### src/rtl/wormhole_xbar.sv
// NUM_PORTS x NUM_PORTS wormhole crossbar: per-output round-robin arbitration, packet locking, registered outputs.
// Define SWITCH_STATS_EN to build the saturating orphan-drop counter on o_drop_cnt.
module wormhole_xbar #(
    parameter int NUM_PORTS = 5,
    parameter int FLIT_W    = 32,
    parameter int PORT_W    = $clog2(NUM_PORTS)
) (
    input  logic                        clk,
    input  logic                        rst_n,
    input  logic [NUM_PORTS-1:0]        i_valid,
    input  logic [NUM_PORTS*FLIT_W-1:0] i_flit,
    input  logic [NUM_PORTS*2-1:0]      i_type,
    input  logic [NUM_PORTS*PORT_W-1:0] i_dest,
    output logic [NUM_PORTS-1:0]        o_in_ready,
    output logic [NUM_PORTS-1:0]        o_valid,
    output logic [NUM_PORTS*FLIT_W-1:0] o_flit,
    output logic [NUM_PORTS*2-1:0]      o_type,
    input  logic [NUM_PORTS-1:0]        i_out_ready,
    output logic [15:0]                 o_drop_cnt
);
    localparam int IW = PORT_W + 1;

    logic [FLIT_W-1:0]              in_flit [NUM_PORTS];
    logic [1:0]                     in_type [NUM_PORTS];
    logic [PORT_W-1:0]              in_dest [NUM_PORTS];
    logic [NUM_PORTS-1:0]           in_head;
    logic [NUM_PORTS-1:0]           in_tail;
    logic [NUM_PORTS-1:0]           dest_bad;
    logic [NUM_PORTS-1:0]           locked_vec;
    logic [NUM_PORTS*PORT_W-1:0]    owner_flat;
    logic [NUM_PORTS*NUM_PORTS-1:0] grant_flat;
    logic [NUM_PORTS-1:0]           bound;
    logic [NUM_PORTS-1:0]           granted;
    logic [NUM_PORTS-1:0]           orphan;

    function automatic logic [PORT_W-1:0] rr_inc(input logic [PORT_W-1:0] p);
        return (32'(p) == NUM_PORTS - 1) ? '0 : p + PORT_W'(1);
    endfunction

    for (genvar gi = 0; gi < NUM_PORTS; gi++) begin : g_in
        assign in_flit[gi]  = i_flit[gi*FLIT_W +: FLIT_W];
        assign in_type[gi]  = i_type[gi*2 +: 2];
        assign in_dest[gi]  = i_dest[gi*PORT_W +: PORT_W];
        // Type bit 0 marks HEAD/HEAD_TAIL, bit 1 marks TAIL/HEAD_TAIL.
        assign in_head[gi]  = in_type[gi][0];
        assign in_tail[gi]  = in_type[gi][1];
        assign dest_bad[gi] = 32'(in_dest[gi]) >= NUM_PORTS;
    end

    always_comb begin
        bound = '0;
        for (int o = 0; o < NUM_PORTS; o++) begin
            for (int i = 0; i < NUM_PORTS; i++) begin
                if (locked_vec[o] && owner_flat[o*PORT_W +: PORT_W] == PORT_W'(i)) begin
                    bound[i] = 1'b1;
                end
            end
        end
    end

    // A bound input only ever feeds its locked output, so any head it presents is a protocol error.
    always_comb begin
        granted = '0;
        orphan  = '0;
        for (int i = 0; i < NUM_PORTS; i++) begin
            for (int o = 0; o < NUM_PORTS; o++) begin
                granted[i] = granted[i] | grant_flat[o*NUM_PORTS + i];
            end
            orphan[i] = i_valid[i] && (bound[i] ? in_head[i] : (!in_head[i] || dest_bad[i]));
        end
    end

    assign o_in_ready = rst_n ? (granted | orphan) : '0;

    for (genvar gi = 0; gi < NUM_PORTS; gi++) begin : g_out
        logic                 locked_reg;
        logic                 locked_next;
        logic [PORT_W-1:0]    owner_reg;
        logic [PORT_W-1:0]    owner_next;
        logic [PORT_W-1:0]    rr_reg;
        logic [PORT_W-1:0]    rr_next;
        logic [PORT_W-1:0]    src;
        logic [IW-1:0]        idx;
        logic                 valid_reg;
        logic [FLIT_W-1:0]    flit_reg;
        logic [1:0]           type_reg;
        logic [NUM_PORTS-1:0] cand;
        logic [NUM_PORTS-1:0] grant;
        logic                 can_load;
        logic                 found;
        logic                 xfer;

        assign can_load = !valid_reg || i_out_ready[gi];

        always_comb begin
            cand = '0;
            for (int i = 0; i < NUM_PORTS; i++) begin
                cand[i] = i_valid[i] && in_head[i] && !bound[i] && (in_dest[i] == PORT_W'(gi));
            end
        end

        always_comb begin
            found       = 1'b0;
            src         = owner_reg;
            idx         = '0;
            grant       = '0;
            xfer        = 1'b0;
            locked_next = locked_reg;
            owner_next  = owner_reg;
            rr_next     = rr_reg;
            if (locked_reg) begin
                if (i_valid[owner_reg] && !in_head[owner_reg] && can_load) begin
                    xfer             = 1'b1;
                    grant[owner_reg] = 1'b1;
                    if (in_tail[owner_reg]) begin
                        locked_next = 1'b0;
                        rr_next     = rr_inc(owner_reg);
                    end
                end
            end else begin
                // First candidate at or after rr, wrapping.
                for (int k = 0; k < NUM_PORTS; k++) begin
                    idx = {1'b0, rr_reg} + IW'(k);
                    if (idx >= IW'(NUM_PORTS)) begin
                        idx = idx - IW'(NUM_PORTS);
                    end
                    if (!found && cand[idx[PORT_W-1:0]]) begin
                        found = 1'b1;
                        src   = idx[PORT_W-1:0];
                    end
                end
                if (found && can_load) begin
                    xfer       = 1'b1;
                    grant[src] = 1'b1;
                    if (in_tail[src]) begin
                        rr_next = rr_inc(src);
                    end else begin
                        locked_next = 1'b1;
                        owner_next  = src;
                    end
                end
            end
        end

        always_ff @(posedge clk or negedge rst_n) begin
            if (!rst_n) begin
                locked_reg <= 1'b0;
                owner_reg  <= '0;
                rr_reg     <= '0;
                valid_reg  <= 1'b0;
                flit_reg   <= '0;
                type_reg   <= '0;
            end else begin
                locked_reg <= locked_next;
                owner_reg  <= owner_next;
                rr_reg     <= rr_next;
                if (xfer) begin
                    valid_reg <= 1'b1;
                    flit_reg  <= in_flit[src];
                    type_reg  <= in_type[src];
                end else if (i_out_ready[gi]) begin
                    valid_reg <= 1'b0;
                end
            end
        end

        assign locked_vec[gi]                         = locked_reg;
        assign owner_flat[gi*PORT_W +: PORT_W]        = owner_reg;
        assign grant_flat[gi*NUM_PORTS +: NUM_PORTS]  = grant;
        assign o_valid[gi]                            = valid_reg;
        assign o_flit[gi*FLIT_W +: FLIT_W]            = flit_reg;
        assign o_type[gi*2 +: 2]                      = type_reg;
    end

`ifdef SWITCH_STATS_EN
    logic [4:0]  drop_inc;
    logic [16:0] drop_sum;
    logic [15:0] drop_cnt_reg;

    always_comb begin
        drop_inc = '0;
        for (int i = 0; i < NUM_PORTS; i++) begin
            drop_inc = drop_inc + 5'(orphan[i]);
        end
    end

    assign drop_sum = {1'b0, drop_cnt_reg} + 17'(drop_inc);

    always_ff @(posedge clk or negedge rst_n) begin
        if (!rst_n) begin
            drop_cnt_reg <= '0;
        end else begin
            drop_cnt_reg <= drop_sum[16] ? 16'hFFFF : drop_sum[15:0];
        end
    end

    assign o_drop_cnt = drop_cnt_reg;
`else
    assign o_drop_cnt = '0;
`endif

endmodule

### config.mk
export PLATFORM = sky130hd
export DESIGN_NAME = wormhole_xbar
export DESIGN_NICKNAME = d
export VERILOG_FILES = /design/src/rtl/wormhole_xbar.sv
export SDC_FILE = /design/constraint.sdc
export NUM_CORES = 1
export LEC_CHECK = 0
export ABC_AREA = 0
export ABC_CLOCK_PERIOD_IN_PS = 9300
export CAP_MARGIN = 20
export CORE_ASPECT_RATIO = 0.7
export CORE_MARGIN = 2
export CORE_UTILIZATION = 50
export DETAILED_ROUTE_END_ITERATION = 8
export MAX_ROUTING_LAYER = met4
export PLACE_DENSITY = 0.77
export SLEW_MARGIN = 20
export SYNTH_ARGS = -nofsm -noshare
export SYNTH_HDL_FRONTEND = slang
export SYNTH_SLANG_ARGS = --single-unit
### constraint.sdc
create_clock -name clk -period 9.3 [get_ports clk]
set_input_delay 1.86 -clock clk [delete_from_list [all_inputs] [get_ports clk]]
set_output_delay 1.86 -clock clk [all_outputs]
set_load 0.02 [all_outputs]
==> reports/metrics.csv <==
stage,metric,value,unit
layout,drive_above_1_share,6.491,%
flow_run,maxCapViolCount,0,
setup_path,cp.arrival,6540,ps
setup_path,crit_required,7440,ps
routing,drt-initial-drc-count,2829,
pwr,power_leakage,10.64,nW
setup_path,critPathMaxFanout,6,
die,rows,63,
global_routing,met2_usage,59.23,%
die,die_x,252.9,um
timing,worst_slack,902.1,ps
timing,timing.final.crit_share,90.30,%
place,gp_congestion,1.032,
yosys,ys_ff_latch,210,
layout,fin_util,62.66,%
run_status,status,"complete, no violations",
layout,layout_common_cells,"418 x mux2i_1, 375 x clkdlybuf4s50_1, 210 x dfrtp_1",
timing,setup_tns,0,ps
global_routing,grt_usage,41.90,%
routing,routedWlPerCell,28.58,um
routing,final_antenna_net_count,0,
yosys,synth.yosys.seq_area_share,24.23,%
yosys,ys_types,108,
setup_path,crit_path_end_kind,output pin,
clocking,cts_tree,built,
timing,relSlewSlack,21.76,%
timing,rsz0062_at_grt,false,
clocking,cts-hold-fix-buffers,0,
global_routing,grt_pass1_vias,22860,
pwr,peakVddDrop,0.0004119,V
yosys,async_flop_share,100.0,%
global_routing,grt_max_degree,76,
clocking,postCtsSetupRepairBufs,0,
layout,num-nets-final,3030,
clocking,clock_latency,570,ps
clocking,clock_sinks,210,
yosys,ys.flop_type,dfrtp_1,
place,place_hpwl,66520,um
yosys,synth_edf_count,0,
global_routing,busiest_layer,met2,
global_routing,grt_pass1_wl,141200,um
clocking,h-tree-depth,1,
routing,vias_per_cell,7.157,
worst_hold_path,hp-class,reg -> reg,
yosys,postSynthCellCount,2486,
clocking,clk_path_buf_depth,3,
global_routing,grt_overflow,0,
timing,setup_viol,0,
die,top_level_ports,393,
global_routing,grtUsageMet1,56.16,%
routing,drt_wl_total,95290,um
place,portBuffers,376,
timing,slew_viol_final,0,
layout,instances_no_fill,3334,
routing,drt-pass1-iter-count,8,
pwr,p_per_area,441.6,mW/mm2
yosys,yosysWarnings,0,
pwr,power,11.78,mW
yosys,avgSynthCellArea,8.723,um2
setup_path,crit_top_cell,clkdlybuf4s50_1,
timing,finalClockSkew,30.31,ps
timing,hold_ws,513.9,ps
layout,design_area,0.02667,mm2
clocking,clk_pin_slew_worst_paths,70,ps
routing,via_count,23860,
place,post-place-ws,978.1,ps
place,placed_area,0.02574,mm2
setup_path,cp_slowest_stage_delay,660,ps
place,dp_cells,3280,
setup_path,slowest_stage,or4_1,
clocking,cts_buffers,24,
setup_path,critPathKind,in -> out,
timing,tightest_slew,1174,ps
timing,max_freq,119.1,MHz
timing,hold_viol,0,
die,start_util,50.95,%
global_routing,grtUsageMet3,10.05,%
layout,largest_reg_flops,160,
yosys,synth_area,0.02169,mm2
clocking,cts_root_buf,clkbuf_16,
die,die_height,178.2,um
layout,final_common_cell,mux2i_1,
timing,min_period,8398,ps
setup_path,cp_cell_sequence,"clkdlybuf4s50_1, and3b_1, and2_1, nand4_1, or4_1, o211a_2, and4_1, and4b_1, a311oi_2, inv_2, or3_1, o22ai_1, o21a_1, clkdlybuf4s50_1",
global_routing,antenna_found_initial,3,
die,dieArea,0.04508,mm2
die,coreArea,0.04257,mm2
layout,area_growth,22.99,%
routing,post-route-drc-count,0,
clocking,ctsResizeCount,0,
setup_path,startpoint_type,input port,
## where the power goes
part           switching [mW]  total, mW  leakage (nW)  internal [mW]
logic                    5.32       8.83          7.71           3.51
clock network           0.463       1.11         0.436          0.651
registers               0.475       1.83          2.50           1.36
## metal layers
| layer | share of wire (%) | routed length [um] | up-vias |
|---|---|---|---|
| met5 | 0 | 0 | - |
| li1 | - | - | 10150 |
| met3 | 12 | 11390 | 405 |
| met4 | 5.3 | 5061 | 0 |
| met2 | 42 | 39800 | 1745 |
| met1 | 41 | 39050 | 11560 |
## final cells by class
type                       count  area [um2]
antenna                        9       22.52
tap                          552       690.7
fill                        3579       15890
clock inverter                15       219.0
multi-input combinational   2033       15430
timing repair buffer         421        4151
inverter                      65       244.0
sequential                   210        5255
clock buffer                  29       660.6
## cell usage after synthesis, drive strengths merged (23+ instances only)
cell / n / share of area, %
nand4: 26 / 0.75
nand3b: 26 / 0.90
nand2: 150 / 2.6
clkbuf: 104 / 1.8
o21ai: 138 / 3.2
nand2b: 29 / 0.84
a22oi: 46 / 1.6
o221ai: 35 / 1.4
dfrtp: 210 / 24
ha: 73 / 4.2
inv: 61 / 1.1
a2111o: 34 / 1.8
a21oi: 82 / 1.9
nor2b: 29 / 0.84
mux2i: 424 / 20
o22a: 35 / 1.4
buf: 89 / 2.7
xnor2: 23 / 0.93
nor3: 42 / 0.99
nor2: 180 / 3.1
a221oi: 38 / 1.6
and3: 82 / 2.4
nor4: 23 / 0.72
nand3: 54 / 1.2
o22ai: 53 / 1.6
a221o: 38 / 1.8
## worst max-delay path: cells and delay by family
| kind | cells | cell delay (ps) |
|---|---|---|
| AND/OR/NAND/NOR | 7 | 2330 |
| buffers and inverters | 3 | 1270 |
| AO/OA/AOI/OAI | 4 | 1070 |
## worst paths after layout
| path | cells past startpoint | slack, ps | to | from |
|---|---|---|---|---|
| hold / removal | 1 | 510 | g_out[1].flit_reg[22] | g_out[1].flit_reg[22] |
| hold reg to reg | 1 | 510 | g_out[1].flit_reg[22] | g_out[1].flit_reg[22] |
| setup / recovery | 14 | 900 | o_in_ready[0] | i_type[8] |
| max in group asynchronous | 2 | 6530 | g_out[1].flit_reg[19] | rst_n |
| min in group asynchronous | 1 | 1300 | g_out[1].owner_reg[0] | rst_n |
| setup reg to reg | 14 | 2910 | g_out[3].flit_reg[19] | g_out[3].rr_reg[0] |
## kinds of logic after synthesis
| family | count (synthesis) | synth area share, % |
|---|---|---|
| compound gates | 712 | 24.65 |
| other cells | 1 | 0.01729 |
| xor+xnor | 25 | 1.010 |
| flops | 210 | 24.23 |
| simple gates | 746 | 17.97 |
| mux | 456 | 21.79 |
| buf+inv | 258 | 5.660 |
| fa+ha+maj | 78 | 4.673 |
(Power assumes the default switching activity.)
